**config.mk**
```make
export PLATFORM = sky130hd
export DESIGN_NAME = fp_div_nco_flat
export DESIGN_NICKNAME = d
export VERILOG_FILES = /design/src/rtl/fp_div_pkg.sv /design/src/rtl/fp_div_nco_if.sv /design/src/rtl/fp_div_nco_chan.sv /design/src/rtl/fp_div_nco.sv /design/src/flat_wrapper.sv
export SDC_FILE = /design/constraint.sdc
export NUM_CORES = 1
export LEC_CHECK = 0
export ABC_CLOCK_PERIOD_IN_PS = 8900
export BUFFER_PORTS_ARGS = -buffer_cell sky130_fd_sc_hd__buf_4
export CORE_ASPECT_RATIO = 1.25
export CORE_MARGIN = 2
export CORE_UTILIZATION = 35
export CTS_BUF_LIST = sky130_fd_sc_hd__clkbuf_4
export CTS_CLUSTER_SIZE = 24
export DETAILED_ROUTE_END_ITERATION = 10
export PLACE_DENSITY = 0.5
export SLEW_MARGIN = 20
export SYNTH_ARGS = -nofsm -noshare
export SYNTH_HDL_FRONTEND = slang
export SYNTH_SLANG_ARGS = --single-unit
export TNS_END_PERCENT = 50
```
**constraint.sdc**
```tcl
create_clock -name clk_in -period 8.9 [get_ports clk_in]
set_input_delay 1.335 -clock clk_in [delete_from_list [all_inputs] [get_ports clk_in]]
set_output_delay 1.335 -clock clk_in [all_outputs]
set_load 0.005 [all_outputs]
```
**src/rtl/fp_div_pkg.sv**
```systemverilog
// Shared constants and constant functions for the fp_div clock-synthesizer family.
// Used by fp_div_nco; the ppm report helper is shared with the fixed fp_div.
package fp_div_pkg;

  localparam logic WR_SEL_INC   = 1'b0;
  localparam logic WR_SEL_PHASE = 1'b1;

  // Rounded increment: round(out_hz * 2^acc_w / in_hz), 128-bit intermediate so acc_w=48 cannot overflow.
  function automatic longint unsigned fp_div_calc_inc(input longint unsigned in_hz,
                                                      input longint unsigned out_hz,
                                                      input int acc_w);
    logic [127:0] num;
    logic [127:0] quo;
    num = ({64'd0, out_hz} << acc_w) + {64'd0, in_hz >> 1};
    quo = num / {64'd0, in_hz};
    return quo[63:0];
  endfunction

  // Frequency error of a programmed increment in ppm; worst-case period jitter is one in_hz period.
  function automatic longint fp_div_ppm_err(input longint unsigned in_hz,
                                            input longint unsigned out_hz,
                                            input int acc_w,
                                            input longint unsigned inc);
    logic signed [127:0] actual_uhz;
    logic signed [127:0] target_uhz;
    logic signed [127:0] ppm;
    actual_uhz = signed'(({64'd0, in_hz} * {64'd0, inc} * 128'd1000000) >> acc_w);
    target_uhz = signed'({64'd0, out_hz} * 128'd1000000);
    ppm = ((actual_uhz - target_uhz) * 128'sd1000000) / target_uhz;
    return ppm[63:0];
  endfunction

endpackage

```
**src/rtl/fp_div_nco_if.sv**
```systemverilog
// Register-write bus for fp_div_nco.
// Handshake: wr_ena is a valid with an implied always-ready; every beat is consumed the cycle it is
// presented, and a rejected beat is answered by a one-cycle wr_err pulse on the following cycle.
interface fp_div_nco_if #(
  parameter int CHANNELS = 4,
  parameter int ACC_W    = 32
);
  localparam int CH_W = (CHANNELS > 1) ? $clog2(CHANNELS) : 1;

  logic             wr_ena;
  logic [CH_W-1:0]  wr_chan;
  logic             wr_sel;
  logic [ACC_W-1:0] wr_data;
  logic             wr_err;

  modport master (output wr_ena, wr_chan, wr_sel, wr_data, input  wr_err);
  modport slave  (input  wr_ena, wr_chan, wr_sel, wr_data, output wr_err);
endinterface

```
**src/rtl/fp_div_nco_chan.sv**
```systemverilog
// One NCO channel: phase accumulator, live/shadow increment, phase offset and registered strobes.
module fp_div_nco_chan #(
  parameter int               ACC_W       = 32,
  parameter logic [ACC_W-1:0] DEFAULT_INC = '1
) (
  input  logic             clk,
  input  logic             rst_n,
  input  logic             ena,
  input  logic             sync,
  input  logic             wr_inc,
  input  logic             wr_phase,
  input  logic [ACC_W-1:0] wr_data,
  output logic             pend,
  output logic             clk_out,
  output logic             p0,
  output logic             p180
);

  logic [ACC_W-1:0] acc;
  logic [ACC_W-1:0] inc;
  logic [ACC_W-1:0] shadow;
  logic [ACC_W-1:0] phase;
  logic [ACC_W:0]   nxt;
  logic             apply;

  assign nxt = {1'b0, acc} + {1'b0, inc};
  // A running channel only swaps increments on the wrap edge, so the current period always completes.
  assign apply = pend && (sync || !ena || nxt[ACC_W]);

  always_ff @(posedge clk or negedge rst_n) begin
    if (!rst_n) begin
      acc     <= '0;
      inc     <= DEFAULT_INC;
      shadow  <= DEFAULT_INC;
      phase   <= '0;
      pend    <= 1'b0;
      clk_out <= 1'b0;
      p0      <= 1'b0;
      p180    <= 1'b0;
    end else begin
      p0   <= 1'b0;
      p180 <= 1'b0;
      if (sync) begin
        acc     <= phase;
        clk_out <= phase[ACC_W-1];
      end else if (ena) begin
        acc     <= nxt[ACC_W-1:0];
        clk_out <= nxt[ACC_W-1];
        p0      <= nxt[ACC_W-1] & ~acc[ACC_W-1] & ~nxt[ACC_W];
        p180    <= nxt[ACC_W];
      end
      if (apply) inc <= shadow;
      // A write racing an apply keeps the new value pending for the next opportunity.
      if (wr_inc) begin
        shadow <= wr_data;
        pend   <= 1'b1;
      end else if (apply) begin
        pend <= 1'b0;
      end
      if (wr_phase) phase <= wr_data;
    end
  end

endmodule

```
**src/rtl/fp_div_nco.sv**
```systemverilog
// Multi-channel NCO clock synthesizer: write decode, range check and sync fan-out around
// CHANNELS independent fp_div_nco_chan instances.
module fp_div_nco
  import fp_div_pkg::*;
#(
  parameter int              CHANNELS     = 4,
  parameter int              ACC_W        = 32,
  parameter longint unsigned INPUT_CLK_HZ = 100000000,
  parameter longint unsigned RESET_OUT_HZ = 3579545
) (
  input  logic                clk_in,
  input  logic                rst_n_in,
  input  logic [CHANNELS-1:0] ch_ena,
  input  logic                sync_in,
  fp_div_nco_if.slave         wr_bus,
  output logic [CHANNELS-1:0] pend,
  output logic [CHANNELS-1:0] clk_out,
  output logic [CHANNELS-1:0] clk_p0,
  output logic [CHANNELS-1:0] clk_p180
);

  localparam longint unsigned DEFAULT_INC_FULL = fp_div_calc_inc(INPUT_CLK_HZ, RESET_OUT_HZ, ACC_W);
  localparam logic [ACC_W-1:0] DEFAULT_INC     = DEFAULT_INC_FULL[ACC_W-1:0];

  if (DEFAULT_INC_FULL == 64'd0 || DEFAULT_INC_FULL >= (64'd1 << (ACC_W - 1))) begin : g_bad_default
    $error("fp_div_nco: reset increment out of range 1..2^(ACC_W-1)-1");
  end

  logic                bad_data;
  logic                bad_chan;
  logic                wr_ok;
  logic [CHANNELS-1:0] sel_inc;
  logic [CHANNELS-1:0] sel_phase;

  // Increments at or above half scale would let p0 and p180 land in the same cycle.
  always_comb begin
    bad_data  = (wr_bus.wr_sel == WR_SEL_INC) &&
                ((wr_bus.wr_data == '0) || wr_bus.wr_data[ACC_W-1]);
    bad_chan  = 32'(wr_bus.wr_chan) >= 32'(CHANNELS);
    wr_ok     = wr_bus.wr_ena && !bad_data && !bad_chan;
    sel_inc   = '0;
    sel_phase = '0;
    for (int c = 0; c < CHANNELS; c++) begin
      sel_inc[c]   = wr_ok && (wr_bus.wr_sel == WR_SEL_INC)   && (32'(wr_bus.wr_chan) == 32'(c));
      sel_phase[c] = wr_ok && (wr_bus.wr_sel == WR_SEL_PHASE) && (32'(wr_bus.wr_chan) == 32'(c));
    end
  end

  always_ff @(posedge clk_in or negedge rst_n_in) begin
    if (!rst_n_in) wr_bus.wr_err <= 1'b0;
    else           wr_bus.wr_err <= wr_bus.wr_ena && !wr_ok;
  end

  for (genvar c = 0; c < CHANNELS; c++) begin : g_chan
    fp_div_nco_chan #(
      .ACC_W       (ACC_W),
      .DEFAULT_INC (DEFAULT_INC)
    ) u_chan (
      .clk      (clk_in),
      .rst_n    (rst_n_in),
      .ena      (ch_ena[c]),
      .sync     (sync_in),
      .wr_inc   (sel_inc[c]),
      .wr_phase (sel_phase[c]),
      .wr_data  (wr_bus.wr_data),
      .pend     (pend[c]),
      .clk_out  (clk_out[c]),
      .p0       (clk_p0[c]),
      .p180     (clk_p180[c])
    );
  end

endmodule
```
**src/flat_wrapper.sv**
```systemverilog
// flat-port wrapper written by rule: the top's interface ports become plain ports
module fp_div_nco_flat import fp_div_pkg::*;
#(
  parameter int              CHANNELS     = 4,
  parameter int              ACC_W        = 32,
  parameter longint unsigned INPUT_CLK_HZ = 100000000,
  parameter longint unsigned RESET_OUT_HZ = 3579545
)
  (clk_in, rst_n_in, ch_ena, sync_in, pend, clk_out, clk_p0, clk_p180, wr_bus_wr_ena, wr_bus_wr_chan, wr_bus_wr_sel, wr_bus_wr_data, wr_bus_wr_err);
  fp_div_nco_if #(.CHANNELS(CHANNELS), .ACC_W(ACC_W)) wr_bus_i ();
  input  logic clk_in;
  input  logic rst_n_in;
  input  logic [CHANNELS-1:0] ch_ena;
  input  logic sync_in;
  output logic [CHANNELS-1:0] pend;
  output logic [CHANNELS-1:0] clk_out;
  output logic [CHANNELS-1:0] clk_p0;
  output logic [CHANNELS-1:0] clk_p180;
  input wire logic [$bits(wr_bus_i.wr_ena)-1:0] wr_bus_wr_ena;
  input wire logic [$bits(wr_bus_i.wr_chan)-1:0] wr_bus_wr_chan;
  input wire logic [$bits(wr_bus_i.wr_sel)-1:0] wr_bus_wr_sel;
  input wire logic [$bits(wr_bus_i.wr_data)-1:0] wr_bus_wr_data;
  output wire logic [$bits(wr_bus_i.wr_err)-1:0] wr_bus_wr_err;
  assign wr_bus_i.wr_ena = wr_bus_wr_ena;
  assign wr_bus_i.wr_chan = wr_bus_wr_chan;
  assign wr_bus_i.wr_sel = wr_bus_wr_sel;
  assign wr_bus_i.wr_data = wr_bus_wr_data;
  assign wr_bus_wr_err = wr_bus_i.wr_err;
  fp_div_nco #(.CHANNELS(CHANNELS), .ACC_W(ACC_W), .INPUT_CLK_HZ(INPUT_CLK_HZ), .RESET_OUT_HZ(RESET_OUT_HZ)) u_core (.clk_in(clk_in), .rst_n_in(rst_n_in), .ch_ena(ch_ena), .sync_in(sync_in), .wr_bus(wr_bus_i), .pend(pend), .clk_out(clk_out), .clk_p0(clk_p0), .clk_p180(clk_p180));
endmodule
```
== Word level (Yosys, flattened, before mapping) ==
Index checks and enable logic that the tools add are counted.

* Register bits: 529
* Bits of input ports: 43
* Logic and storage cells: 139

* $add $sub $neg: 4
* Equal/unequal tests: 3
* Muxes and demuxes: 40
* Bitwise gates (word level): 17
* Reduce and logical (&&, ||, !) cells: 42

{| class="wikitable"
|+ Operator list
! cell !! count
|-
| 32-bit two-way mux || 8
|-
| 32-bit by 32-bit adder with 33-bit output || 4
|-
| 32-bit logical NOT || 1
|-
| 1-bit two-way mux || 32
|-
| 1-bit logical AND || 17
|-
| 2-bit nonzero test || 8
|-
| 1-bit logical OR || 9
|-
| 1-bit inverter || 9
|-
| 1-bit AND || 8
|-
| 1-bit logical NOT || 6
|-
| 2-bit == test (second input constant) || 2
|-
| 2-bit by 1-bit == test with 1-bit output (second input constant) || 1
|-
| 2-bit logical NOT || 1
|}

== Longest topological paths before layout ==
Gate-level depths: netlist of the first run.

* Depth in word-level cells: 8
* Gate-level depth with buffers: 15
* Depth with buffers taken out: 13

== Cells and area by module ==
Synthesis of the first run repeated with hierarchy kept, for this count alone.

* Cell total of the unflattened synthesis: 2432
* Area, all modules: 27894.3 µm²

{| class="wikitable"
|+ Modules (own cells, without submodules)
! module !! times used !! cells each !! area an instance (µm²) !! sequential area each (µm²)
|-
| fp_div_nco_chan (u_core.g_chan[2].u_chan ...) || 2 || 607 || 6951.7 || 3323.2
|-
| fp_div_nco_chan (u_core.g_chan[0].u_chan) || 1 || 607 || 7051.8 || 3323.2
|-
| fp_div_nco_chan (u_core.g_chan[1].u_chan) || 1 || 585 || 6769.0 || 3323.2
|-
| fp_div_nco || 1 || 26 || 170.2 || 25.0
|}

== Least setup slack after synthesis of the first run ==
Ideal clock, no wire load.

* Path type: flip-flop to flip-flop
* Start point: register u_core.g_chan[0].u_chan.inc[0]
* End point: register u_core.g_chan[0].u_chan.inc[10]
* Setup time: 125 ps
* Arrival: 3219 ps
* Required time: 8775 ps
* Path slack: 5556 ps
* Stages on the path, launching flop included: 16
* Buffers on the path: 2
* Period minus slack after synthesis: 3344 ps
* Cells stage by stage: dfstp_2 -> ha_1 -> inv_1 -> fa_1 -> nor2b_1 -> o21ai_0 -> a21o_1 -> a21oi_1 -> o2111ai_1 -> a21oi_1 -> nor2_1 -> o211a_1 -> nor2b_1 -> clkbuf_1 -> buf_4 -> mux2_2

* Longest elaborated chain between the ends: 3

{| class="wikitable"
|+ Ends and longest elaborated chain
! element !! line !! source
|-
| start, declared || fp_div_nco_chan.sv:20 || <nowiki>logic [ACC_W-1:0] inc;</nowiki>
|-
| start signal, assigned || fp_div_nco_chan.sv:52 || <nowiki>if (apply) inc <= shadow;</nowiki>
|-
| 32-bit by 32-bit adder with 33-bit output || fp_div_nco_chan.sv:26 || <nowiki>assign nxt = {1'b0, acc} + {1'b0, inc};</nowiki>
|-
| 1-bit logical OR || fp_div_nco_chan.sv:28 || <nowiki>assign apply = pend && (sync || !ena || nxt[ACC_W]);</nowiki>
|-
| 1-bit logical AND || fp_div_nco_chan.sv:28 ||
|}

No other way between the ends.
A chain may end at the register's enable or synchronous reset.

== Worst setup path after layout of the first run ==
* Start point: register u_core.g_chan[2].u_chan.inc[0]
* End point: register u_core.g_chan[2].u_chan.inc[28]

* Longest elaborated chain between the ends: 3

{| class="wikitable"
|+ Ends and longest elaborated chain
! element !! line
|-
| start, declared || fp_div_nco_chan.sv:20
|-
| start signal, assigned || fp_div_nco_chan.sv:52
|-
| 32-bit by 32-bit adder with 33-bit output || fp_div_nco_chan.sv:26
|-
| 1-bit logical OR || fp_div_nco_chan.sv:28
|-
| 1-bit logical AND || fp_div_nco_chan.sv:28
|}

No other way between the ends.

==> results of run 1 <==
-- final timing paths --
check | start | to | slack [ns]
worst max-delay path | u_core.g_chan[2].u_chan.inc[0] | u_core.g_chan[2].u_chan.inc[28] | 4.54
worst min-delay path | u_core.g_chan[3].u_chan.phase[24] | u_core.g_chan[3].u_chan.acc[24] | 0.47
worst max register to register | u_core.g_chan[2].u_chan.inc[0] | u_core.g_chan[2].u_chan.inc[28] | 4.54
worst min register to register | u_core.g_chan[3].u_chan.phase[24] | u_core.g_chan[3].u_chan.acc[24] | 0.47
max in group asynchronous | rst_n_in | u_core.g_chan[0].u_chan.acc[8] | 6.93
min in group asynchronous | rst_n_in | u_core.g_chan[1].u_chan.shadow[31] | 0.48
-- layout by cell type (no fill, tap or decap), types with 65 or more instances in the layout --
cell type / count
nand2_1: 174
clkbuf_4: 219
nor2_1: 65
buf_4: 65
mux2i_1: 68
mux2_2: 381
dfrtp_1: 381
a21o_1: 73
a21oi_1: 126
ha_1: 128
dfstp_2: 144
o21ai_0: 185
-- logic make-up after synthesis --
kind of cell,Yosys count
AO/OA/AOI/OAI,528
flip-flops,525
multiplexers,455
AND/OR/NAND/NOR,430
buffers and inverters,177
adder cells (fa/ha/maj),132
XOR/XNOR,103
-- power groups by stage --
stage / clock (mW) / sequential (mW) / combinational, mW
finish: 2.28 / 3.57 / 3.58
global route: 2.50 / 3.65 / 4.03
CTS: 2.38 / 3.57 / 3.60
detailed placement: 0 / 3.61 / 3.58
global placement: 0 / 3.59 / 3.50
floorplan: 0 / 3.47 / 2.85
-- flip-flops by register name (all words and copies together) (netlist names) --
name,count
u_core.g_chan.u_chan.acc,125
u_core.g_chan.u_chan.clk_out,3
u_core.g_chan.u_chan.inc,128
u_core.g_chan.u_chan.p0,4
u_core.g_chan.u_chan.p180,4
u_core.g_chan.u_chan.pend,4
u_core.g_chan.u_chan.phase,128
u_core.g_chan.u_chan.shadow,128
u_core.wr_bus.wr_err,1
-- per-layer routing --
layer,up-vias,share of wire (%)
met5,-,0
met4,0,2.8
met3,128,3.3
met2,331,51
met1,9248,43
li1,8790,-
-- stage by stage --
stage / area (um2) / util (%)
4_1_cts: 30310 / 39.35
6_report: 30350 / 39.40
2_1_floorplan: 27090 / -
3_3_place_gp: 28380 / 36.85
3_5_place_dp: 28380 / 36.85
5_1_grt: 30340 / 39.39
-- area by class of cell --
class / count / share of cell area [%]
Tap cell: 986 / 4.065
Multi-Input combinational cell: 1648 / 42.87
Inverter: 62 / 0.7669
Timing Repair Buffer: 72 / 2.033
Clock buffer: 219 / 5.417
Clock inverter: 43 / 0.9276
Sequential cell: 525 / 43.88
Antenna cell: 4 / 0.03298
-- tightest hold or removal path, stage by stage (launching register included) --
cell and delay (ns):
dfrtp_1 0.34, nand2_1 0.05, o21ai_0 0.06
==> reports/summary.txt, run 1 <==
commonest cells in the netlist = 381 x dfrtp_1, 381 x mux2_2, 185 x o21ai_0, 174 x nand2_1, 144 x dfstp_2
Setup crit start kind = flop
GR Util met3 = 3.104%
crit path cell chain = ha_1, inv_1, fa_1, nor2b_1, o31ai_1, a2111oi_2, o21ai_1, o31ai_4, a31oi_2, o21ai_1, a211o_2, nand2_2, mux2_1
DR iter-0 viols = 837
Min-Delay Path Depth = 2
adder-cell area share of the yosys netlist = 6.207%
antenna violations before repair = 7
VDD IR max = 0.1409 mV
Power Total = 9.434 mW
area of the multi-input gates = 13,010 um2
worst-margin pin slew = 1.026 ns
largest net degree at the start of global routing = 165
post-route setup TNS = 0 ns
Detail Route Antenna Nets = 0
placed insts = 3,292
total track usage = 17.70%
post-synth top area cell = dfrtp_1
routed vias = 18,500
CTS tree = done
Setup WS post-layout = 4.539 ns
via/cell ratio = 5.197
# Post-CTS Setup Buffers = 0
worst-skew pair later-pin latency = 0.99 ns
Worst EP arrival = 5.20 ns
syn avg cell area = 11.53 um2
register area = 13,320 um2
Comb power frac = 38.0%
DP HPWL = 44,130 um
Non-Filler Instances = 3,559
sequential share of the synthesized area = 49.16%
Clock Root Buffer = clkbuf_4
multiplexer share of the synthesized area = 18.60%
Rel. slew slack = 31.59%
worst slack, placed = 4.487 ns
WL per Instance = 19.35 um
number of synthesized flops with an enable pin = 0
Post-CTS Resized = 0
GR peak layer = met2
IO Count = 60
complex-gate fraction of the synthesized area = 12.12%
Slowest-stage cell, CP = dfstp_2
Worst path top cell family by delay = compound AO/OA/AOI/OAI gates
die span in y = 315.1 um
Sink Count = 525
kind of critical path = reg2reg
DRT Pass-1 Iters = 5
Post-Syn Nets = 2,525
die width = 252.8 um
Reg power frac = 37.8%
R2R depth = 13
largest family of logic cells by synthesized area = multiplexers
clock skew = 0.05221 ns
number of H-tree levels = 4
CP Capture Type = flop
leak pwr = 13.98 nW
area of the die = 79,660 um2
final setup violation count = 0
f_max = 0.2293 GHz
final slew viol count = 0
top cells by area, synth = dfrtp_1 35%, mux2_2 16%, dfstp_2 14%, ha_1 5.9%, o21ai_0 3.4%
Bufs and invs on worst path = 1
Tmin final = 4.361 ns
Levels on crit path = 13
final net count = 2,628
Starting Density = 35.17%
pwr/cell area = 310.9 nW/um2
I/O Buffers = 59
GR Util met1 = 21.25%
Hold Buf Count CTS = 0
Worst Path Max Fanout = 32
YS warnings = 0
Placer Congestion = 0.8520
global-route wire length before repair = 109,000 um
top-area cell type share of the netlist area = 35.19%
grt ovf = 0
Max Buffers Root-to-Sink = 3
Post-synth top flop = dfrtp_1
total CTS buffers = 144
met2 usage = 31.17%
row cnt = 114
DRT Wirelength = 68,880 um
Post-synth ARST share = 100.0%
Post-route DRC = 0
internal power = 6.095 mW
layout cells sized above 1 = 33.32%
RSZ-0062 raised after global routing = no
clock power share = 24.2%
Sw Pwr = 3.339 mW
Synth Area in Simple Gates = 7.666%
CP required = 9.74 ns
worst hold slack = 0.4704 ns
CP max stage delay = 0.53 ns
final period utilization = 49.00%
vias in the first global route = 19,620
area of the mapped netlist = 27,090 um2
Final Hold Fails = 0
sw frac = 35.39%
Tightest Hold Check Type = reg2reg
XOR/XNOR Fraction of Synth Area = 3.330%
# fillers = 7,563
Core Box Area = 77,020 um2
CTS clock-pin slew for the worst setup and hold paths = 0.06 ns
max-cap violation count = 0
synthesized netlist cell count = 2,350
FF+latch count, synth = 525
Yosys cell types = 75
status = complete, no violations
most used cell along the critical path = o21ai_1
Syn-to-layout area delta = 12.02%
Note: power is estimated with default switching activity, not from simulation.
==> run 2: changes to the inputs <==
--- a/config.mk
+++ b/config.mk
@@ -5,7 +5,8 @@
 export SDC_FILE = /design/constraint.sdc
 export NUM_CORES = 1
 export LEC_CHECK = 0
-export ABC_CLOCK_PERIOD_IN_PS = 8900
+export ABC_AREA = 1
+export ABC_CLOCK_PERIOD_IN_PS = 4070
 export BUFFER_PORTS_ARGS = -buffer_cell sky130_fd_sc_hd__buf_4
 export CORE_ASPECT_RATIO = 1.25
 export CORE_MARGIN = 2
==> constraint.sdc (replaced) <==
create_clock -name clk_in -period 4.07 [get_ports clk_in]
set_input_delay 0.6105 -clock clk_in [delete_from_list [all_inputs] [get_ports clk_in]]
set_output_delay 0.6105 -clock clk_in [all_outputs]
set_load 0.005 [all_outputs]
==> reports/summary.txt, run 2 <==
f_max = 0.3338 GHz (+46%)
leak pwr = 18.83 nW (+35%)
DP HPWL = 78,950 um (+79%)
worst slack, placed = 1.125 ns (-3.362 ns)
CTS tree = done
final setup violation count = 0 (unchanged)
CP required = 4.92 ns (-4.82 ns)
Non-Filler Instances = 5,653 (+59%)
CP max stage delay = 0.53 ns (about the same)
Post-synth top flop = dfrtp_1
most used cell along the critical path = nand2_1
Clock Root Buffer = clkbuf_4
Sink Count = 525 (unchanged)
Worst EP arrival = 3.84 ns (-1.36 ns)
Yosys cell types = 33 (-56%)
Post-synth ARST share = 100.0% (unchanged)
status = complete, no violations
kind of critical path = reg2reg
grt ovf = 0 (unchanged)
Sw Pwr = 7.276 mW (+120%)
met2 wire len = 52,330 um (+49%)
Core Box Area = 87,050 um2 (+13%)
Comb power frac = 31.0% (-7.0 points)
Worst Path Max Fanout = 34 (+6.3%)
row cnt = 121 (+6.1%)
Max Buffers Root-to-Sink = 3 (unchanged)
pwr/cell area = 544.1 nW/um2 (+75%)
most common cell after layout, fill and taps aside = nand2_1
synthesized netlist cell count = 4,246 (+81%)
clock skew = 0.06885 ns (+0.01664 ns)
worst-skew pair later-pin latency = 1.00 ns (about the same)
IO Count = 60 (unchanged)
top-area cell type share of the netlist area = 30.97% (-4.2 points)
internal power = 11.58 mW (+90%)
Min-Delay Path Depth = 3 (+1)
DR iter-0 viols = 2,031 (+140%)
Detail Route Antenna Nets = 0 (unchanged)
Post-Syn Nets = 4,421 (+75%)
Largest regs = u_core.g_chan.u_chan.inc x128, u_core.g_chan.u_chan.phase x128, u_core.g_chan.u_chan.shadow x128
final net count = 4,537 (+73%)
total track usage = 23.96% (+6.3 points)
die span in y = 335.6 um (+6.5%)
sw frac = 38.58% (+3.2 points)
DRT Pass-1 Iters = 8 (+3)
area of the mapped netlist = 30,780 um2 (+14%)
Starting Density = 35.36% (+0.19 points)
Reg power frac = 40.5% (+2.7 points)
syn avg cell area = 7.249 um2 (-37%)
VDD IR max = 0.2366 mV (+68%)
commonest cells in the netlist = 1,684 x nand2_1, 540 x inv_1, 381 x dfrtp_1, 306 x nand3_1, 231 x nor2_1
Final Hold Fails = 0 (unchanged)
RSZ-0062 raised after global routing = no
met3 wire len = 4669 um (+100%)
crit path cell chain = ha_1, inv_1, fa_1, inv_1, nand2_1, nand2_1, nand3b_1, nand2_2, nand2_1, nand2_2, nand2_2, nand3_4, nand2_4, nand2_1, nand2_1
worst-margin pin slew = 0.9244 ns (-0.1018 ns)
total CTS buffers = 151 (+4.9%)
YS warnings = 0 (unchanged)
FF+latch count, synth = 525 (unchanged)
die width = 269.2 um (+6.5%)
Slowest-stage cell, CP = dfstp_2
antenna violations before repair = 3 (-4)
# fillers = 9,319 (+23%)
global-route wire length before repair = 166,300 um (+53%)
clock power share = 28.5% (+4.3 points)
top cells by area, synth = dfrtp_1 31%, nand2_1 21%, dfstp_2 12%, inv_1 6.6%, ha_1 5.2%
via/cell ratio = 4.936 (-5.0%)
layout cells sized above 1 = 12.07% (-21 points)
sequential share of the synthesized area = 43.27% (-5.9 points)
# Post-CTS Setup Buffers = 0 (unchanged)
CTS clock-pin slew for the worst setup and hold paths = 0.06 ns (about the same)
Post-CTS Resized = 0 (unchanged)
Tmin final = 2.996 ns (-1.365 ns)
routed vias = 27,900 (+51%)
post-synth top area cell = dfrtp_1
met1 wire length = 47,490 um (+61%)
uppermost layer routed = met5
number of synthesized flops with an enable pin = 0 (unchanged)
top-count cell post-synth = nand2_1
Syn-to-layout area delta = 12.60%
I/O Buffers = 59 (unchanged)
Post-route DRC = 0 (unchanged)
final slew viol count = 0 (unchanged)
post-route setup TNS = 0 ns (unchanged)
Tightest Hold Check Type = in2reg
Setup crit start kind = flop
final period utilization = 73.62% (+25 points)
vias in the first global route = 27,230 (+39%)
commonest cells after routing, fill and taps aside = 1,681 x nand2_1, 540 x inv_1, 381 x dfrtp_1
Power Total = 18.86 mW (+100%)
largest net degree at the start of global routing = 86 (-48%)
area of the die = 90,350 um2 (+13%)
placed insts = 5,338 (+62%)
DRT Wirelength = 108,100 um (+57%)
Hold Buf Count CTS = 39 (+39)
WL per Instance = 19.12 um (-1.2%)
Setup WS post-layout = 1.074 ns (-3.465 ns)
number of H-tree levels = 4 (unchanged)
CP Capture Type = flop
R2R depth = 15 (+2)
Rel. slew slack = 38.23% (+6.6 points)
Placer Congestion = 0.9306 (+9.2%)
max-cap violation count = 0 (unchanged)
-- run 2: cell types whose count changed in the layout (fill, tap and decap cells not counted), moves of 68 or more --
cell	before	now
a21o_1	73	4
a22oi_1	12	99
inv_1	61	540
mux2_2	381	0
mux2i_1	68	0
nand2_1	174	1681
nand3_1	21	306
nand4_1	24	142
nor2_1	65	222
-- run 2: path summary, 6_finish.rpt --
check                                                  start                                  to  slack (ns)
hold / removal                                       sync_in      u_core.g_chan[1].u_chan.acc[3]        0.15
setup / recovery              u_core.g_chan[0].u_chan.inc[0]     u_core.g_chan[0].u_chan.inc[22]        1.07
max in group asynchronous                           rst_n_in  u_core.g_chan[2].u_chan.shadow[13]        2.79
min in group asynchronous                           rst_n_in      u_core.g_chan[0].u_chan.acc[6]        0.22
hold reg to reg            u_core.g_chan[1].u_chan.shadow[0]      u_core.g_chan[1].u_chan.inc[0]        0.46
setup reg to reg              u_core.g_chan[0].u_chan.inc[0]     u_core.g_chan[0].u_chan.inc[22]        1.07
-- run 2: through the flow --
step / cell area [um2] / hold slack [ns] / utilization [%]
6_report: 34660 / 0.1530 / 39.81
5_1_grt: 34660 / 0.06444 / 39.81
4_1_cts: 34650 / 0.02452 / 39.81
2_1_floorplan: 30780 / 0.3149 / -
3_3_place_gp: 32210 / 0.4485 / 37.00
3_5_place_dp: 32210 / 0.4544 / 37.00
-- run 2: per-layer routing --
layer	vias up	GRT usage (%)
met5	-	0
met4	4	8.772
met3	162	3.862
met2	653	40.73
met1	13290	30.65
li1	13800	-
-- run 2: kinds of logic (layout without fill, tap and decap cells) --
logic type                 count (synthesis)  after routing  share of synthesized area [%]
and+or+nand+nor                         2418           2418                          32.60
DFF                                      525            525                          43.27
xor gates and xnor gates                  52             52                          1.480
AOI/OAI and AO/OA                        388            388                          7.345
other                                      0              2                              0
adders and majority gates                132            132                          5.463
buffers and inverters                    731            968                          9.841
-- run 2: area by class of cell --
type                       instances  area, um2  share of cell area [%]
clock inverter                    46      339.1                  0.9783
sequential                       525      13320                   38.42
timing repair buffer             134       1224                   3.531
clock buffer                     228       1712                   4.938
inverter                         560       2102                   6.065
multi-input combinational       2990      14500                   41.83
antenna                            2      5.005                 0.01444
tap                             1168       1461                   4.216
-- run 2: power by group through the flow --
| stage | sequential (mW) | combinational, mW | clock (mW) |
|---|---|---|---|
| 4_1_cts | 7.62 | 5.86 | 5.55 |
| 5_1_grt | 7.74 | 6.69 | 5.83 |
| 3_3_place_gp | 7.71 | 5.75 | 0 |
| 2_1_floorplan | 7.15 | 4.30 | 0 |
| 3_5_place_dp | 7.68 | 5.80 | 0 |
| 6_report | 7.64 | 5.84 | 5.38 |
-- run 2: critical path, delay by kind of cell, from the launching register on --
family                     cells  cell delay, ns
buffers and inverters          2            0.19
adders and majority gates      2            0.64
DFF                            1            0.53
and+or+nand+nor               11            1.47
